`src/rtl/game_round_controller_if.sv`:
```
// Handshake and status bundle between the round controller and the GUI/detector side.
// slave = controller view, master = GUI/detector view.
interface game_round_controller_if;
    logic       start_game;
    logic [1:0] lvl;
    logic       detect_req;
    logic       color_done;
    logic [7:0] detected_color;
    logic [7:0] question;
    logic       q_valid;
    logic [1:0] result;
    logic       result_valid;
    logic       result_ack;
    logic [3:0] score;
    logic [3:0] round_idx;
    logic       busy;
    logic       game_over;
    logic [2:0] led_state;

    modport master (
        output start_game, lvl, color_done, detected_color, result_ack,
        input  detect_req, question, q_valid, result, result_valid,
               score, round_idx, busy, game_over, led_state
    );

    modport slave (
        input  start_game, lvl, color_done, detected_color, result_ack,
        output detect_req, question, q_valid, result, result_valid,
               score, round_idx, busy, game_over, led_state
    );
endinterface

```
`src/rtl/game_round_controller.sv`:
```
// Round sequencer: LFSR question, detection request, masked compare, held result handshake.
// Define ROUND_TIMEOUT_EN to add the per-round detection timeout (result 11).
module game_round_controller #(
    parameter int unsigned NUM_ROUNDS     = 8,
    parameter int unsigned TIMEOUT_CYCLES = 25_000_000,
    parameter logic [7:0]  LFSR_SEED      = 8'hA5
) (
    input  logic                    pclk,
    input  logic                    reset_n,
    game_round_controller_if.slave  bus
);

    typedef enum logic [2:0] {
        IDLE    = 3'd0,
        GEN_Q   = 3'd1,
        DETECT  = 3'd2,
        COMPARE = 3'd3,
        REPORT  = 3'd4,
        NEXT    = 3'd5,
        DONE    = 3'd6
    } state_e;

    localparam logic [3:0] LAST_ROUND = 4'(NUM_ROUNDS - 1);

    function automatic logic [7:0] slot_mask(input logic [1:0] l);
        case (l)
            2'd0:    return 8'h03;
            2'd1:    return 8'h0F;
            2'd2:    return 8'h3F;
            default: return 8'hFF;
        endcase
    endfunction

    state_e     state_q, state_d;
    logic [7:0] lfsr_q, lfsr_d;
    logic [7:0] question_q, question_d;
    logic [7:0] det_q, det_d;
    logic [1:0] lvl_q, lvl_d;
    logic [1:0] result_q, result_d;
    logic [3:0] score_q, score_d;
    logic [3:0] round_q, round_d;
    logic       q_valid_q, q_valid_d;
    logic       detect_req_q, detect_req_d;
    logic       to_hit;
    logic       timed_out;
    logic       match;

    // Only slots 0..lvl take part in the comparison.
    assign match = ((det_q ^ question_q) & slot_mask(lvl_q)) == 8'h00;

`ifdef ROUND_TIMEOUT_EN
    localparam logic [24:0] TO_LAST = 25'(TIMEOUT_CYCLES - 1);

    logic [24:0] cnt_q;
    logic        timeout_q;

    assign to_hit    = (cnt_q == TO_LAST);
    assign timed_out = timeout_q;

    // timeout_q is only set on the DETECT exit cycle, so it stays valid through COMPARE.
    always_ff @(posedge pclk or negedge reset_n) begin
        if (!reset_n) begin
            cnt_q     <= '0;
            timeout_q <= 1'b0;
        end else if (state_q == GEN_Q) begin
            cnt_q     <= '0;
            timeout_q <= 1'b0;
        end else if (state_q == DETECT) begin
            cnt_q     <= cnt_q + 25'd1;
            timeout_q <= !bus.color_done && to_hit;
        end
    end
`else
    logic unused_cfg;
    assign unused_cfg = ^TIMEOUT_CYCLES;
    assign to_hit     = 1'b0;
    assign timed_out  = 1'b0;
`endif

    always_ff @(posedge pclk or negedge reset_n) begin
        if (!reset_n) state_q <= IDLE;
        else          state_q <= state_d;
    end

    always_comb begin
        state_d = state_q;
        case (state_q)
            IDLE, DONE: if (bus.start_game) state_d = GEN_Q;
            GEN_Q:      state_d = DETECT;
            DETECT:     if (bus.color_done || to_hit) state_d = COMPARE;
            COMPARE:    state_d = REPORT;
            REPORT:     if (bus.result_ack) state_d = NEXT;
            NEXT:       state_d = (round_q == LAST_ROUND) ? DONE : GEN_Q;
            default:    state_d = IDLE;
        endcase
    end

    always_comb begin
        lfsr_d       = (lfsr_q >> 1) ^ (lfsr_q[0] ? 8'hB8 : 8'h00);
        question_d   = question_q;
        det_d        = det_q;
        lvl_d        = lvl_q;
        result_d     = result_q;
        score_d      = score_q;
        round_d      = round_q;
        q_valid_d    = q_valid_q;
        detect_req_d = (state_q == GEN_Q);
        case (state_q)
            IDLE, DONE: begin
                if (bus.start_game) begin
                    lvl_d    = bus.lvl;
                    score_d  = '0;
                    round_d  = '0;
                    result_d = '0;
                end
            end
            GEN_Q: begin
                question_d = lfsr_q & slot_mask(lvl_q);
                q_valid_d  = 1'b1;
            end
            DETECT: if (bus.color_done) det_d = bus.detected_color;
            COMPARE: begin
                if (timed_out) begin
                    result_d = 2'b11;
                end else if (match) begin
                    result_d = 2'b01;
                    if (score_q != 4'hF) score_d = score_q + 4'd1;
                end else begin
                    result_d = 2'b10;
                end
            end
            REPORT: if (bus.result_ack) q_valid_d = 1'b0;
            NEXT:   if (round_q != LAST_ROUND) round_d = round_q + 4'd1;
            default: ;
        endcase
    end

    always_ff @(posedge pclk or negedge reset_n) begin
        if (!reset_n) begin
            lfsr_q       <= LFSR_SEED;
            question_q   <= '0;
            det_q        <= '0;
            lvl_q        <= '0;
            result_q     <= '0;
            score_q      <= '0;
            round_q      <= '0;
            q_valid_q    <= 1'b0;
            detect_req_q <= 1'b0;
        end else begin
            lfsr_q       <= lfsr_d;
            question_q   <= question_d;
            det_q        <= det_d;
            lvl_q        <= lvl_d;
            result_q     <= result_d;
            score_q      <= score_d;
            round_q      <= round_d;
            q_valid_q    <= q_valid_d;
            detect_req_q <= detect_req_d;
        end
    end

    always_comb begin
        bus.busy         = (state_q != IDLE) && (state_q != DONE);
        bus.game_over    = (state_q == DONE);
        bus.result_valid = (state_q == REPORT);
        bus.led_state    = state_q;
    end

    assign bus.detect_req = detect_req_q;
    assign bus.question   = question_q;
    assign bus.q_valid    = q_valid_q;
    assign bus.result     = result_q;
    assign bus.score      = score_q;
    assign bus.round_idx  = round_q;

endmodule

```
`src/flat_wrapper.sv`:
```
// flat-port wrapper written by rule: the top's interface ports become plain ports
module game_round_controller_flat 
#(
    parameter int unsigned NUM_ROUNDS     = 8,
    parameter int unsigned TIMEOUT_CYCLES = 25_000_000,
    parameter logic [7:0]  LFSR_SEED      = 8'hA5
)
  (pclk, reset_n, bus_start_game, bus_lvl, bus_color_done, bus_detected_color, bus_result_ack, bus_detect_req, bus_question, bus_q_valid, bus_result, bus_result_valid, bus_score, bus_round_idx, bus_busy, bus_game_over, bus_led_state);
  game_round_controller_if bus_i ();
  input  logic pclk;
  input  logic reset_n;
  input wire logic [$bits(bus_i.start_game)-1:0] bus_start_game;
  input wire logic [$bits(bus_i.lvl)-1:0] bus_lvl;
  input wire logic [$bits(bus_i.color_done)-1:0] bus_color_done;
  input wire logic [$bits(bus_i.detected_color)-1:0] bus_detected_color;
  input wire logic [$bits(bus_i.result_ack)-1:0] bus_result_ack;
  output wire logic [$bits(bus_i.detect_req)-1:0] bus_detect_req;
  output wire logic [$bits(bus_i.question)-1:0] bus_question;
  output wire logic [$bits(bus_i.q_valid)-1:0] bus_q_valid;
  output wire logic [$bits(bus_i.result)-1:0] bus_result;
  output wire logic [$bits(bus_i.result_valid)-1:0] bus_result_valid;
  output wire logic [$bits(bus_i.score)-1:0] bus_score;
  output wire logic [$bits(bus_i.round_idx)-1:0] bus_round_idx;
  output wire logic [$bits(bus_i.busy)-1:0] bus_busy;
  output wire logic [$bits(bus_i.game_over)-1:0] bus_game_over;
  output wire logic [$bits(bus_i.led_state)-1:0] bus_led_state;
  assign bus_i.start_game = bus_start_game;
  assign bus_i.lvl = bus_lvl;
  assign bus_i.color_done = bus_color_done;
  assign bus_i.detected_color = bus_detected_color;
  assign bus_i.result_ack = bus_result_ack;
  assign bus_detect_req = bus_i.detect_req;
  assign bus_question = bus_i.question;
  assign bus_q_valid = bus_i.q_valid;
  assign bus_result = bus_i.result;
  assign bus_result_valid = bus_i.result_valid;
  assign bus_score = bus_i.score;
  assign bus_round_idx = bus_i.round_idx;
  assign bus_busy = bus_i.busy;
  assign bus_game_over = bus_i.game_over;
  assign bus_led_state = bus_i.led_state;
  game_round_controller #(.NUM_ROUNDS(NUM_ROUNDS), .TIMEOUT_CYCLES(TIMEOUT_CYCLES), .LFSR_SEED(LFSR_SEED)) u_core (.pclk(pclk), .reset_n(reset_n), .bus(bus_i));
endmodule
```
`config.mk`:
```
export PLATFORM = sky130hd
export DESIGN_NAME = game_round_controller_flat
export DESIGN_NICKNAME = d
export VERILOG_FILES = /design/src/rtl/game_round_controller_if.sv /design/src/rtl/game_round_controller.sv /design/src/flat_wrapper.sv
export SDC_FILE = /design/constraint.sdc
export NUM_CORES = 1
export LEC_CHECK = 0
export CORE_UTILIZATION = 50
export CTS_BUF_LIST = sky130_fd_sc_hd__clkbuf_4 sky130_fd_sc_hd__clkbuf_8
export CTS_CLUSTER_SIZE = 40
export DETAILED_ROUTE_END_ITERATION = 8
export PLACE_DENSITY = 0.79
export SLEW_MARGIN = 15
export SYNTH_ARGS = -nofsm -noshare
export SYNTH_HDL_FRONTEND = slang
export SYNTH_SLANG_ARGS = --single-unit
export TNS_END_PERCENT = 50
```
`constraint.sdc`:
```
create_clock -name pclk -period 2 [get_ports pclk]
set_clock_uncertainty 0.1 [all_clocks]
set_input_delay 0.4 -clock pclk [delete_from_list [all_inputs] [get_ports pclk]]
set_output_delay 0.4 -clock pclk [all_outputs]
set_load 0.01 [all_outputs]
```
# [Word-level counts from Yosys, hierarchy flattened]
# Index checks and enable logic that the tools add are counted.
[classes] bitwise_logic=4 n_eq_ne=18 add_sub_neg=2 n_reduce_logical=16 n_mux=19
[op_table] cell="$pmux W8 S3" count=1
[op_table] cell="$pmux W3 S6" count=1
[op_table] cell="$and A8 B8 Y8" count=2
[op_table] cell="$mux W4" count=4
[op_table] cell="$mux W8" count=2
[op_table] cell="$pmux W4 S2" count=2
[op_table] cell="$mux W3" count=4
[op_table] cell="$eq A3 B3 Y1 const B" count=3
[op_table] cell="$add A4 B1 Y4 const B" count=2
[op_table] cell="$logic_not A8 Y1" count=1
[op_table] cell="$reduce_and A2 Y1" count=4
[op_table] cell="$xor A7 B8 Y8" count=1
[op_table] cell="$xor A8 B8 Y8" count=1
[op_table] cell="$eq A3 B2 Y1 const B" count=2
[op_table] cell="$ne A2 B1 Y1 const B" count=3
[op_table] cell="$ne A2 B2 Y1 const B" count=3
[op_table] cell="$reduce_and A3 Y1" count=2
[op_table] cell="$reduce_bool A2 Y1" count=3
[op_table] cell="$eq A4 B3 Y1 const B" count=1
[op_table] cell="$mux W2" count=2
[op_table] cell="$ne A4 B3 Y1 const B" count=1
[op_table] cell="$ne A4 B4 Y1 const B" count=1
[op_table] cell="$pmux W2 S2" count=1
[op_table] cell="$reduce_and A4 Y1" count=1
[op_table] cell="11 further kinds" count=11
[word_totals] in_bits=15 regBits=41

# [Depth between registers and ports, before layout]
# Gate-level depths: netlist of run 1.
[logic_depth] ltp_word=6 mapped_depth=7

# [Least setup slack after synthesis of run 1]
# Ideal clock, no wire load.
[synth_path] path_type="reg-to-reg" startpoint="register u_core.state_q[2], in the netlist u_core.bus.led_state[2]" endpoint="register u_core.det_q[0]" arrival_ns=1.439 n_path_buf=1 setup_slack_ns=0.336 setup_ns=0.125 stages_incl_launch_ff=6 period_less_slack_ns=1.664 path_cell_list="dfrtp_1 > buf_6 > inv_2 > nand2_1 > nor3b_4 > mux2_2"
[synth_between] elab_chain_cells=2
[synth_rtl] item="from (decl)" line_no="game_round_controller.sv:34" rtl="state_e state_q, state_d;"
[synth_rtl] item="from (signal assigned)" line_no="game_round_controller.sv:82" rtl="else state_q <= state_d;"
[synth_rtl] item="$eq A3 B2 Y1" line_no="game_round_controller.sv:108" rtl="case (state_q)"
[synth_rtl] item="$reduce_and A2 Y1 (no source line)"
[synth_rtl] item="to (signal assigned)" line_no="game_round_controller.sv:152" rtl="det_q <= det_d;"
[synth_rtl] item="to (decl)" line_no="game_round_controller.sv:37" rtl="logic [7:0] det_q, det_d;"
# No other way between the ends.
# A chain may end at the register's enable or synchronous reset.

# [Worst setup path after layout of run 1]
[layout_path] startpoint="register u_core.state_q[2], in the netlist u_core.bus.led_state[2]" endpoint="output bus_led_state[2]"
[layout_lines] item="to (decl)" line_no="flat_wrapper.sv:26" rtl="output wire logic [$bits(bus_i.led_state)-1:0] bus_led_state;"
# No word-level cell between the ends.

==> flow_metrics.tcl, run 1 <==
set metrics [dict create \
    crit_type "flip-flop to primary output" \
    fmax_mhz 532 \
    rsz0062_at_grt "false" \
    clockPowerShare_pct 21.8 \
    start_util_pct 53.4 \
    via_per_inst 5.33 \
    worst_pin_slew_ns 0.577 \
    antenna_found_initial 0 \
    start_kind "flip-flop" \
    syn_inst 161 \
    cts.sinks 41 \
    die_area_mm2 0.00393 \
    worstSetupEndpointType "primary output" \
    slew_viol_final 0 \
    grt_pass1_wl_um 6750 \
    clkTransAtPathRegs_ns 0.08 \
    diodes 0 \
    drcViolationCount 0 \
    outcome "finished, final reports clean" \
    worstPathCellList "buf_4 > clkdlybuf4s50_1" \
    synth_area_per_cell_um2 11.4 \
    io_buffers 40 \
    first_global_vias 1390 \
    syn-num-nets 178 \
    grtUsageTotal_pct 22.9 \
    crit_family "buffers and inverters" \
    synth_area_mm2 0.00184 \
    seq_power_share_pct 40.2 \
    yosysSeqAreaShare_pct 56.1 \
    p_sw_share_pct 34.1 \
    syn_to_final_growth_pct 32.8 \
    htree_levels 2 \
    cp_data_required_time_ns 1.50 \
    yosys_warnings 0 \
    ant_nets 0 \
    core_mm2 0.00344 \
    slowest_stage "clkdlybuf4s50_1" \
    p_comb_share_pct 38.0 \
    synth_flop_cell "dfrtp_1" \
    p_sw_mw 1.08 \
    hpwlAfterDp_um 2970 \
    max-slew-margin-rel_pct 61.5 \
    cts_tree "done" \
    wl_per_cell_um 15.8 \
    vias 1376 \
    synthArstFlopShare_pct 100 \
    post-place-ws_ns 0.00374 \
    power.internal_mw 2.08 \
    finalSetupViolations 0 \
    clk_latency_ns 0.30 \
    power.leakage_nw 1.14 \
    reg2reg_setup_slack_ns 0.18 \
    synth_cell_types 39 \
    hold_violations 0 \
    synth_edf_count 0 \
    placed_cells 245 \
    cp_max_fo 5 \
    setup_ws_ns 0.120 \
    wl_um 4080 \
    grt_max_degree 27 \
    fp.dieW_um 62.7 \
    drt_first_pass_iters 4 \
    grt_overflow_total 0 \
    drive_gt1_share_pct 20.8 \
    cts_buffer_depth 2 \
    fin_tns_setup_ns 0 \
    gp_congestion 0.840 \
    clockRootBuffer "clkbuf_8" \
    post-route-period-util_pct 94.0 \
    first_iter_violations 46 \
    cp_slowest_stage_delay_ns 0.53 \
    hp-class "flip-flop to flip-flop" \
    ir_drop_uv 810 \
    nets 228 \
    dieHeight_um 62.7 \
    stdcell_count 258 \
    cts_buffers 5 \
    cp.arrival_ns 1.38 \
    drv_cap 0 \
    power.density_mw_per_mm2 1290 \
    crit_buf_inv 2 \
    core.rowCount 21 \
    synth-seq-cells 41 \
    io_pins 41 \
    fin_crit_ns 1.88 \
]
-- cell families after synthesis --
kind of cell,Yosys count,synth area share (%)
XOR/XNOR,15,7.14
multiplexers,12,7.21
buffers and inverters,14,4.42
flip-flops,41,56.1
AO/OA/AOI/OAI,28,9.66
AND/OR/NAND/NOR,49,14.1
adder cells (fa/ha/maj),2,1.36
-- synthesized netlist by cell type (3+ instances only) --
library cell	count	area [um^2]
nand3_1	3	15.0
buf_6	3	33.8
inv_1	4	15.0
and3_1	3	18.8
nand2_1	26	97.6
mux2_2	10	113
a31oi_1	4	25.0
o21ai_0	10	50.1
nor2_1	5	18.8
xor2_1	14	123
dfrtp_1	37	926
dfstp_2	4	105
-- power groups by stage --
stage	clock [mW]	sequential [mW]	combinational [mW]
after global placement	0	1.26	1.09
after detailed placement	0	1.28	1.14
final	0.689	1.27	1.20
after global routing	0.733	1.30	1.29
after CTS	0.703	1.26	1.20
after floorplan	0	1.24	0.739
-- path summary, 6_finish.rpt --
kind / from / end / depth (start not counted)
max: u_core.bus.led_state[2] / bus_led_state[2] / 2
min: u_core.lfsr_q[3] / u_core.lfsr_q[2] / 0
max reg2reg: u_core.bus.round_idx[0] / u_core.bus.round_idx[3] / 6
min reg2reg: u_core.lfsr_q[3] / u_core.lfsr_q[2] / 0
max in group asynchronous: reset_n / u_core.bus.score[2] / 3
min in group asynchronous: reset_n / u_core.lfsr_q[3] / 2
-- metal layers --
layer	share of wire (%)	GRT usage, %
met2	52	39.1
met4	1.9	11.3
met1	43	27.1
met3	3.7	5.11
met5	0	0
-- cells in the final DEF, fill, tap and decap left out, drive strengths merged, types with 3 or more instances in the layout --
cell	n
and3	3
clkbuf	6
buf	11
nand2	26
inv	6
nor2	5
clkdlybuf4s50	36
dfrtp	37
o21ai	11
nand3	3
dlygate4sd2	3
xor2	14
a31oi	4
mux2	10
dfstp	4
-- state kept, by name, summed over array words and instances (netlist names) --
register / cells
u_core.bus.question: 8
u_core.bus.q_valid: 1
u_core.lvl_q: 2
u_core.bus.result: 2
u_core.bus.score: 4
u_core.lfsr_q: 8
u_core.det_q: 8
u_core.bus.round_idx: 4
u_core.bus.detect_req: 1
u_core.bus.led_state: 3
-- layout make-up --
type / instances / area (um^2)
Inverter: 6 / 22.5
Clock buffer: 6 / 82.6
Sequential cell: 41 / 1030
Clock inverter: 2 / 37.5
Timing Repair Buffer: 51 / 477
Tap cell: 46 / 57.6
Multi-Input combinational cell: 106 / 732
Fill cell: 267 / 1000
-- repair_timing --
action                                 in CTS  in global routing
hold buffers                                1                  0
setup buffers                               4                  0
gates resized for setup                     6                  0
endpoints found under the hold margin      17                  0
setup endpoints to repair                   3                  0
-- through the flow --
stage	util (%)	hold slack [ns]	total power [mW]	cell area [um^2]
4_1_cts	71.0	0.282	3.16	2440
5_1_grt	71.0	0.296	3.33	2440
6_report	71.0	0.279	3.16	2440
3_5_place_dp	66.2	0.254	2.42	2280
3_3_place_gp	66.2	0.262	2.35	2280
2_1_floorplan	-	0.00441	1.98	1840
No activity file was read; power rests on OpenSTA's default activity.
==> run 2: changes to the inputs <==
--- a/config.mk
+++ b/config.mk
@@ -10,7 +10,7 @@
 export CTS_CLUSTER_SIZE = 40
 export DETAILED_ROUTE_END_ITERATION = 8
 export PLACE_DENSITY = 0.79
-export SLEW_MARGIN = 15
+export SLEW_MARGIN = 20
 export SYNTH_ARGS = -nofsm -noshare
 export SYNTH_HDL_FRONTEND = slang
 export SYNTH_SLANG_ARGS = --single-unit
==> results of run 2 <==
No change in the layout: final DEF, timing and power equal those of run 1.
